File: config.mk
export PLATFORM = sky130hd
export DESIGN_NAME = pic_core
export DESIGN_NICKNAME = d
export VERILOG_FILES = /design/src/rtl/pic_core.sv
export SDC_FILE = /design/constraint.sdc
export NUM_CORES = 1
export LEC_CHECK = 0
export ABC_CLOCK_PERIOD_IN_PS = 5800
export BUFFER_PORTS_ARGS = -buffer_cell sky130_fd_sc_hd__buf_4
export CORE_MARGIN = 3
export CORE_UTILIZATION = 62
export DETAILED_ROUTE_END_ITERATION = 12
export HOLD_SLACK_MARGIN = 0.06
export PLACE_DENSITY = 0.81
export SYNTH_ARGS = -nofsm -noshare
export SYNTH_HDL_FRONTEND = slang
export SYNTH_SLANG_ARGS = --single-unit
export TNS_END_PERCENT = 30
File: constraint.sdc
create_clock -name clk -period 5.8 [get_ports clk]
set_input_delay 0.58 -clock clk [delete_from_list [all_inputs] [get_ports clk]]
set_output_delay 0.58 -clock clk [all_outputs]
set_load 0.01 [all_outputs]
File: src/rtl/pic_core.sv
// Programmable interrupt controller core: command-word programming, rotating
// fully-nested priority and a two-pulse interrupt acknowledge cycle.
module pic_core #(
    parameter int NUM_IRQ      = 8,
    parameter int SPURIOUS_IDX = NUM_IRQ - 1
) (
    input  logic               clk,
    input  logic               rst_n,
    input  logic               cs_n,
    input  logic               wr_n,
    input  logic               rd_n,
    input  logic               a0,
    input  logic [7:0]         din,
    output logic [7:0]         dout,
    output logic               dout_en,
    input  logic [NUM_IRQ-1:0] irq_in,
    input  logic               inta_n,
    output logic               int_out
);
    typedef enum logic [1:0] {S_UNINIT, S_ICW2, S_READY, S_ACK} state_t;
    typedef struct packed {
        logic       found;
        logic [2:0] ch;
    } hit_t;

    localparam logic [7:0] VALID   = 8'((1 << NUM_IRQ) - 1);
    localparam logic [2:0] LP_RST  = 3'(NUM_IRQ - 1);
    localparam logic [2:0] SPUR_CH = 3'(SPURIOUS_IDX);

    // Channel vectors are held 8 bits wide; bits at or above NUM_IRQ stay zero.
    state_t     state;
    logic [7:0] irr, isr, imr, base;
    logic [7:0] sync1, sync2, irq_prev;
    logic [2:0] lp, frozen;
    logic       level, rsel;
    logic       wr_idle_q, inta_hi_q, vec_active;

    logic [7:0] irq_ext, rise, ack_mask, irr_clr, rdata;
    logic [7:0] irr_d, isr_d, imr_d, base_d;
    logic [2:0] lp_d;
    logic       level_d, rsel_d;
    hit_t       top, eoi;
    logic       cand_ok, wr_act, wr_evt, rd_evt, ack_evt, ack1, ack2;
    logic       is_icw1, is_icw2, is_ocw1, is_ocw2, is_ocw3;

    function automatic hit_t find_hi(input logic [7:0] v, input logic [2:0] ptr);
        hit_t h;
        int   c;
        h = '0;
        // Scan from lowest to highest priority so the final hit is the winner.
        for (int i = NUM_IRQ - 1; i >= 0; i--) begin
            c = int'(ptr) + 1 + i;
            if (c >= NUM_IRQ) c -= NUM_IRQ;
            if (v[3'(c)]) h = '{found: 1'b1, ch: 3'(c)};
        end
        return h;
    endfunction

    assign irq_ext = 8'(irq_in);
    assign wr_act  = ~cs_n & ~wr_n;
    assign wr_evt  = wr_act & wr_idle_q;
    assign rd_evt  = ~cs_n & ~rd_n & wr_n;
    assign ack_evt = ~inta_n & inta_hi_q;
    assign ack1    = ack_evt && (state == S_READY);
    assign ack2    = ack_evt && (state == S_ACK);

    assign is_icw1 = wr_evt & ~a0 & din[4];
    assign is_ocw2 = wr_evt & ~a0 & (din[4:3] == 2'b00);
    assign is_ocw3 = wr_evt & ~a0 & (din[4:3] == 2'b01);
    assign is_icw2 = wr_evt & a0 & (state == S_ICW2);
    assign is_ocw1 = wr_evt & a0 & (state != S_ICW2);

    assign rdata = a0 ? imr : (rsel ? isr : irr);

    // A pending request wins only if it outranks every in-service channel.
    assign top     = find_hi((irr & ~imr) | isr, lp);
    assign cand_ok = top.found && !isr[top.ch];

    always_comb begin
        // NOTE: every output of this block gets a default first, so no path can infer a latch.
        rise     = sync2 & ~irq_prev;
        ack_mask = (ack1 && cand_ok) ? (8'b1 << top.ch) : 8'h00;
        // NOTE: blocking assignments here model ordered combinational steps: acknowledge, then write.
        isr_d    = isr | ack_mask;
        irr_clr  = level ? 8'h00 : ack_mask;
        imr_d    = imr;
        base_d   = base;
        lp_d     = lp;
        level_d  = level;
        rsel_d   = rsel;
        eoi      = find_hi(isr_d, lp);

        if (is_ocw2) begin
            unique case (din[7:5])
                3'b001: if (eoi.found) isr_d[eoi.ch] = 1'b0;
                3'b011: isr_d[din[2:0]] = 1'b0;
                3'b101: if (eoi.found) begin
                    isr_d[eoi.ch] = 1'b0;
                    lp_d          = eoi.ch;
                end
                default: ;
            endcase
        end
        if (is_ocw3 && din[1]) rsel_d = din[0];
        if (is_ocw1) imr_d = din & VALID;
        if (is_icw2) base_d = din;
        if (is_icw1) begin
            level_d = din[3];
            imr_d   = 8'h00;
            isr_d   = 8'h00;
            irr_clr = 8'hff;
            lp_d    = LP_RST;
            rsel_d  = 1'b0;
        end
        // A new edge overrides a clear of the same bit in the same cycle.
        irr_d = level ? sync2 : ((irr & ~irr_clr) | rise);
    end

    // NOTE: sequential state uses non-blocking assignments; later ones in the block take priority.
    always_ff @(posedge clk or negedge rst_n) begin
        if (!rst_n) begin
            state      <= S_UNINIT;
            irr        <= '0;
            isr        <= '0;
            imr        <= '0;
            base       <= '0;
            lp         <= LP_RST;
            level      <= 1'b0;
            rsel       <= 1'b0;
            sync1      <= '0;
            sync2      <= '0;
            irq_prev   <= '0;
            frozen     <= '0;
            wr_idle_q  <= 1'b1;
            inta_hi_q  <= 1'b0;
            vec_active <= 1'b0;
            int_out    <= 1'b0;
            dout       <= '0;
            dout_en    <= 1'b0;
        end else begin
            sync1     <= irq_ext;
            sync2     <= sync1;
            irq_prev  <= sync2;
            wr_idle_q <= ~wr_act;
            inta_hi_q <= inta_n;
            irr       <= irr_d;
            isr       <= isr_d;
            imr       <= imr_d;
            base      <= base_d;
            lp        <= lp_d;
            level     <= level_d;
            rsel      <= rsel_d;

            if (ack1) begin
                state  <= S_ACK;
                frozen <= cand_ok ? top.ch : SPUR_CH;
            end else if (ack2) begin
                state <= S_READY;
            end
            if (is_icw1)      state <= S_ICW2;
            else if (is_icw2) state <= S_READY;

            int_out    <= (state == S_READY) && cand_ok && !ack1 && !is_icw1;
            vec_active <= ack2 || (vec_active && !inta_n);

            if (ack2) begin
                dout    <= base + {5'b0, frozen};
                dout_en <= 1'b1;
            end else if (vec_active && !inta_n) begin
                dout_en <= 1'b1;
            end else if (rd_evt) begin
                dout    <= rdata;
                dout_en <= 1'b1;
            end else begin
                dout    <= '0;
                dout_en <= 1'b0;
            end
        end
    end
endmodule

==> run summary, run 1 <==
H-tree levels: 3
CP Data Arrival Time: 5760 ps
1st-pass router iterations: 6
Final Hold Violating Endpoints: 0
FP Rows: 34
critical path's slowest cell: dfstp_2
Final Cycle Share: 94.6%
Initial Utilization: 65.6%
maximum capacitance violations: 0
cell area after synthesis: 0.00586 sq mm
warning count from the yosys run: 0
placed instance area: 0.00623 sq mm
FILL cells: 674
logic gate share of total power: 70.8%
Core Region: 0.00893 sq mm
Async SR Flop Fraction: 100%
DR vias/cell: 7.45
Clock Path Buffers: 2
met3 WL: 2.16 mm
Lkg Pwr: 2.75 nW
fin crit period: 5480 ps
area leader, netlist: dfrtp_1
Clk pwr share: 9.0%
Chip Height: 103 um
Synth cell types: 89
Setup Crit Path Kind: reg2reg
Rel. slew slack: 22.5%
Clock Sinks: 79
clk_lat worst skew: 360 ps
Main synth FF type: dfrtp_1
worst vdd ir: 518 uV
antenna-violating nets left: 0
Gate Count Post-Synth: 670
post-CTS setup buffers: 0
Final nets: 727
synthesis-stage register bit count: 79
P_int: 1.93 mW
global router's overall resource usage: 37.5%
clock slew at reported path FFs: 80 ps
met2 wire length: 8.65 mm
routed length per instance: 23.5 um
Final Max Tran Viols: 0
root buf cell: clkbuf_8
DR vias: 6036
Seq/Total Area, Yosys: 33.8%
Detailed Place HPWL: 14.3 mm
die width: 103 um
number of synthesized flops with an enable pin: 0
status: finished clean
PwrDens: 653 mW/mm^2
Final Skew: 10.9 ps
RD Place Congestion: 1.03
RSZ-0062 raised after global routing: false
Syn Nets: 699
Sequential Power Share: 20.2%
cts bufs inserted: 9
count of final setup violators: 0
Slew @ Worst Pin: 1160 ps
largest net degree at the start of global routing: 80
post-synth top area share: 32.0%
DRC: 0
first-pass GRT wire length: 30.7 mm
CTS tree: yes
CP Cell Sequence: inv_1 -> ha_1 -> buf_4 -> buf_4 -> nand2_1 -> o22a_1 -> and4_4 -> a311oi_2 -> o211a_2 -> nand3_2 -> o21a_1 -> o32ai_1 -> mux2i_1 -> buf_4 -> nand3_1 -> nor3_1 -> nor3_2 -> mux2_2
worst stage delay on the critical path: 570 ps
gr ovfl total: 0
HP Class: in2reg
1st-iter DRT viols: 784
most frequent cell after synthesis: dfrtp_1
Sw Ratio: 53.9%
Avg Cell Area, Syn: 8.75 sq um
CP required: 6080 ps
Final Cell Area: 0.00642 sq mm
commonest cells in the synthesized netlist: 75 x dfrtp_1, 65 x nor2_1, 59 x nand2_1, 56 x o21ai_0, 24 x a21oi_1
top cells by area, synth: dfrtp_1 32%, o21ai_0 4.8%, nor2_1 4.2%
Setup TNS: 0 ps
area delta synth->final: 9.49%
fraction of layout cells with a size suffix above 1: 16.7%
DR top layer: met4
Die ar.: 0.0107 sq mm
Startpoint Class: flip-flop
IO Count: 33
IO Port Bufs: 32
CP Max Fanout: 25
Psw: 2.26 mW
initial antenna violation count: 0
nature of the critical path endpoint: flip-flop
fmax: 182 MHz
vias in the first global route: 5734
M1 wire length: 7.38 mm
final WL: 19.1 mm
# diodes: 0
crit-path most repeated cell: buf_4
-- worst paths after layout --
path                                     from             endpoint  slack [ps]  depth (start not counted)
max in group asynchronous               rst_n     isr[2]$_DFF_PN0_        4790                          1
hold / removal                      irq_in[4]   sync1[4]$_DFF_PN0_         330                          1
hold reg to reg            sync1[6]$_DFF_PN0_   sync2[6]$_DFF_PN0_         360                          0
setup / recovery            lp[0]$_DFFE_PN1P_    lp[0]$_DFFE_PN1P_         320                         18
setup reg to reg            lp[0]$_DFFE_PN1P_    lp[0]$_DFFE_PN1P_         320                         18
min in group asynchronous               rst_n  dout[7]$_DFFE_PN0P_         370                          1
-- kinds of logic after synthesis --
group,share of synthesized area (%)
fa+ha+maj,1.41
compound gates,30.1
simple gates,21.4
mux,7.15
buf+inv,3.95
xor+xnor,2.15
flops,33.8
-- timing repair --
| item | CTS | global route |
|---|---|---|
| resized for setup | 0 | 6 |
| endpoints found under the setup margin | 0 | 10 |
| hold buffers | 0 | 0 |
-- critical path: cells and delay by family (launching register included) --
kind / cells / cell delay, ps
muxes: 2 / 590
AOI/OAI and AO/OA: 5 / 1830
and+or+nand+nor: 6 / 1260
DFF: 1 / 570
adders and majority gates: 1 / 300
buffers and inverters: 4 / 850
-- power by group through the flow --
stage	logic (mW)	clock network [mW]	registers (mW)
after floorplan	2.14	0	0.772
after global placement	2.77	0	0.836
after detailed placement	2.80	0	0.844
after CTS	2.82	0.378	0.835
after global routing	3.17	0.402	0.860
final	2.97	0.377	0.846
-- cells in the final DEF (no fill, tap or decap), types with 7 or more instances in the layout --
cell type  synthesis  final
dfrtp_1           75     75
nor2_1            65     65
nand2_1           59     59
o21ai_0           56     56
buf_4              1     51
a21oi_1           24     24
nand2b_1          21     21
inv_1             20     20
nor3_1            19     19
a22oi_1           17     17
mux2i_1           16     16
nor2b_1           16     16
a22o_1            14     14
a31oi_1           14     14
o22ai_1           13     13
mux2_2            12     12
nand3_1           11     11
clkbuf_8           0     10
o211ai_1           9      9
a211o_1            8      8
a21o_1             7      7
-- area by class of cell --
class	count	area, sq um	share of cell area, %
sequential	79	1980	30.9
tap	108	135	2.10
clock inverter	5	33.8	0.526
clock buffer	10	138	2.14
multi-input combinational	537	3670	57.2
inverter	20	75.1	1.17
timing repair buffer	51	383	5.96
-- registers in the layout, summed over array words and instances (netlist names), 8 cells and up --
| name | flops |
|---|---|
| sync2 | 8 |
| sync1 | 8 |
| imr | 8 |
| dout | 8 |
| isr | 8 |
| irr | 8 |
| base | 8 |
| irq_prev | 8 |
-- stage by stage --
step                      power (mW)  utilization, %  std cells  hold slack [ps]  worst slack [ps]
after floorplan                 2.92               -        670              284               655
after global placement          3.61            69.7        795              332               181
after detailed placement        3.65            69.7        795              336               249
after CTS                       4.03            71.6        810              325               216
after global routing            4.44            71.9        810              317              13.6
final                           4.19            71.9        810              327               316
-- per-layer routing --
metal  GRT usage [%]  vias to the layer above
li1                -                     2604
met4            13.9                        0
met3            6.77                       94
met2            57.9                      454
met1            53.2                     2884
met5               0                        -
Note: power is estimated with default switching activity, not from simulation.
==> inputs of run 2 (changes only) <==
ABC_CLOCK_PERIOD_IN_PS = 5900   (was 5800)
CTS_CLUSTER_DIAMETER = 30   (was not set)
clock period = 5.9 ns   (was 5.8 ns; I/O delays follow)
==> run summary, run 2 (synthesized netlist as in run 1, its figures left out) <==
worst r2r src: lp[0]$_DFFE_PN1P_ (unchanged)
placed instance area: 0.00623 sq mm (unchanged)
gr ovfl total: 0 (unchanged)
Initial Utilization: 65.6% (unchanged)
Clock Sinks: 79 (unchanged)
CTS tree: yes (unchanged)
die width: 103 um (unchanged)
IO Port Bufs: 32 (unchanged)
routed length per instance: 22.8 um (was 23.5 um)
CP required: 6130 ps (was 6080 ps)
1st-pass router iterations: 5 (was 6)
clock slew at reported path FFs: 90 ps (was 80 ps)
Lkg Pwr: 2.76 nW (was 2.75 nW)
status: finished clean (unchanged)
Final Util: 71.9% (about the same)
Chip Height: 103 um (unchanged)
nature of the critical path endpoint: flip-flop (unchanged)
Rel. slew slack: 32.2% (was 22.5%)
Final nets: 727 (unchanged)
1st-iter DRT viols: 728 (was 784)
post-CTS setup buffers: 0 (unchanged)
FP Rows: 34 (unchanged)
pre-CTS setup slack: 390 ps (was 249 ps)
Worst Setup SP: lp[0]$_DFFE_PN1P_ (unchanged)
IO Count: 33 (unchanged)
total power: 4.10 mW (was 4.19 mW)
Detailed Place HPWL: 14.1 mm (was 14.3 mm)
Final Max Tran Viols: 0 (unchanged)
Slew @ Worst Pin: 1010 ps (was 1160 ps)
worst vdd ir: 417 uV (was 518 uV)
RD Place Congestion: 1.08 (was 1.03)
Clock Path Buffers: 2 (unchanged)
Final Cycle Share: 96.4% (was 94.6%)
cts bufs inserted: 9 (unchanged)
most frequent cells in the layout: 75 x dfrtp_1, 65 x nor2_1, 59 x nand2_1, 56 x o21ai_0, 51 x buf_4 (unchanged)
final setup margin: 213 ps (was 316 ps)
antenna-violating nets left: 0 (unchanged)
Inst Count DP: 795 (unchanged)
Final Cell Area: 0.00642 sq mm (about the same)
DRC: 0 (unchanged)
count of final setup violators: 0 (unchanged)
RSZ-0062 raised after global routing: false (unchanged)
worst hold start: irq_in[3] (was irq_in[4])
Final Skew: 10.3 ps (was 10.9 ps)
Final Hold Violating Endpoints: 0 (unchanged)
fmax: 176 MHz (was 182 MHz)
Die ar.: 0.0107 sq mm (unchanged)
Core Region: 0.00893 sq mm (unchanged)
largest net degree at the start of global routing: 80 (unchanged)
vias in the first global route: 5475 (was 5734)
H-tree levels: 3 (unchanged)
PwrDens: 639 mW/mm^2 (was 653 mW/mm^2)
Finished Layout Cells: 811 (was 810)
initial antenna violation count: 0 (unchanged)
worst hold slack: 333 ps (was 327 ps)
global router's overall resource usage: 36.2% (was 37.5%)
DR vias/cell: 7.19 (was 7.45)
HP Class: in2reg (unchanged)
DR vias: 5834 (was 6036)
maximum capacitance violations: 0 (unchanged)
root buf cell: clkbuf_8 (unchanged)
first-pass GRT wire length: 29.5 mm (was 30.7 mm)
fraction of layout cells with a size suffix above 1: 16.5% (was 16.7%)
fin crit period: 5690 ps (was 5480 ps)
CP Data Arrival Time: 5910 ps (was 5760 ps)
final WL: 18.5 mm (was 19.1 mm)
clk_lat worst skew: 360 ps (about the same)
CP Max Fanout: 17 (was 25)
leading cell type in the layout, fill and taps excluded: dfrtp_1 (unchanged)
# diodes: 0 (unchanged)
Setup Crit Path Kind: reg2reg (unchanged)
Startpoint Class: flip-flop (unchanged)
Setup TNS: 0 ps (unchanged)
area delta synth->final: 9.54% (was 9.49%)
[run 2: cell count changes in the layout (fill, tap and decap cells not counted)]
| cell | change |
|---|---|
| o2bb2ai_2 | -1 |
| clkinvlp_4 | -2 |
| a2111oi_1 | -1 |
| clkinv_4 | +2 |
| clkinv_2 | -1 |
| clkbuf_1 | +1 |
| a2111oi_0 | +1 |
| o2bb2ai_1 | +1 |
| inv_6 | +1 |
[run 2: area by class of cell]
class | count | area (sq um)
Clock buffer | 11 | 141
Fill cell | 693 | 2510
Tap cell | 108 | 135
Inverter | 20 | 75.1
Sequential cell | 79 | 1980
Clock inverter | 5 | 40.0
Multi-Input combinational cell | 537 | 3670
Timing Repair Buffer | 51 | 383
[run 2: worst paths after layout]
check,end,slack [ps],cells past startpoint
worst max-delay path,isr[0]$_DFF_PN0_,210,17
worst min-delay path,sync1[3]$_DFF_PN0_,330,1
worst max register to register,isr[0]$_DFF_PN0_,210,17
worst min register to register,sync2[6]$_DFF_PN0_,350,0
max in group asynchronous,irq_prev[5]$_DFF_PN0_,4900,1
min in group asynchronous,dout[4]$_DFFE_PN0P_,370,1
[run 2: where the power goes]
group / switching [mW] / internal (mW) / total (mW)
Sequential: 0.163 / 0.667 / 0.830
Clock: 0.205 / 0.168 / 0.374
Combinational: 1.84 / 1.06 / 2.90
Total: 2.21 / 1.89 / 4.10
[run 2: worst max-delay path, cell delays in order (launching register included)]
cell      delay, ps
dfstp_2         390
ha_1            290
xnor2_2         790
nor2_1          190
a22oi_1         330
and2_1          240
a21oi_1         100
o211a_2         320
or2_1           410
buf_4           240
a21boi_1        270
nor2_1          140
a22o_1          280
or3_1           410
a311oi_1        280
a311o_1         360
nor3b_1         360
a31oi_1         140
[run 2: per-layer routing]
| metal | routed length [um] | share of wire, % | global-route usage, % | vias to the layer above |
|---|---|---|---|---|
| met1 | 7430 | 40 | 51.0 | 2773 |
| met3 | 2180 | 12 | 8.65 | 60 |
| met2 | 8360 | 45 | 55.9 | 402 |
| met4 | 536 | 2.9 | 11.0 | 0 |
| met5 | 0 | 0 | 0 | - |
| li1 | - | - | - | 2599 |
[run 2: what timing repair did]
action	CTS	global route
hold buffers	0	0
gates resized for setup	0	4
endpoints found under the setup margin	0	9
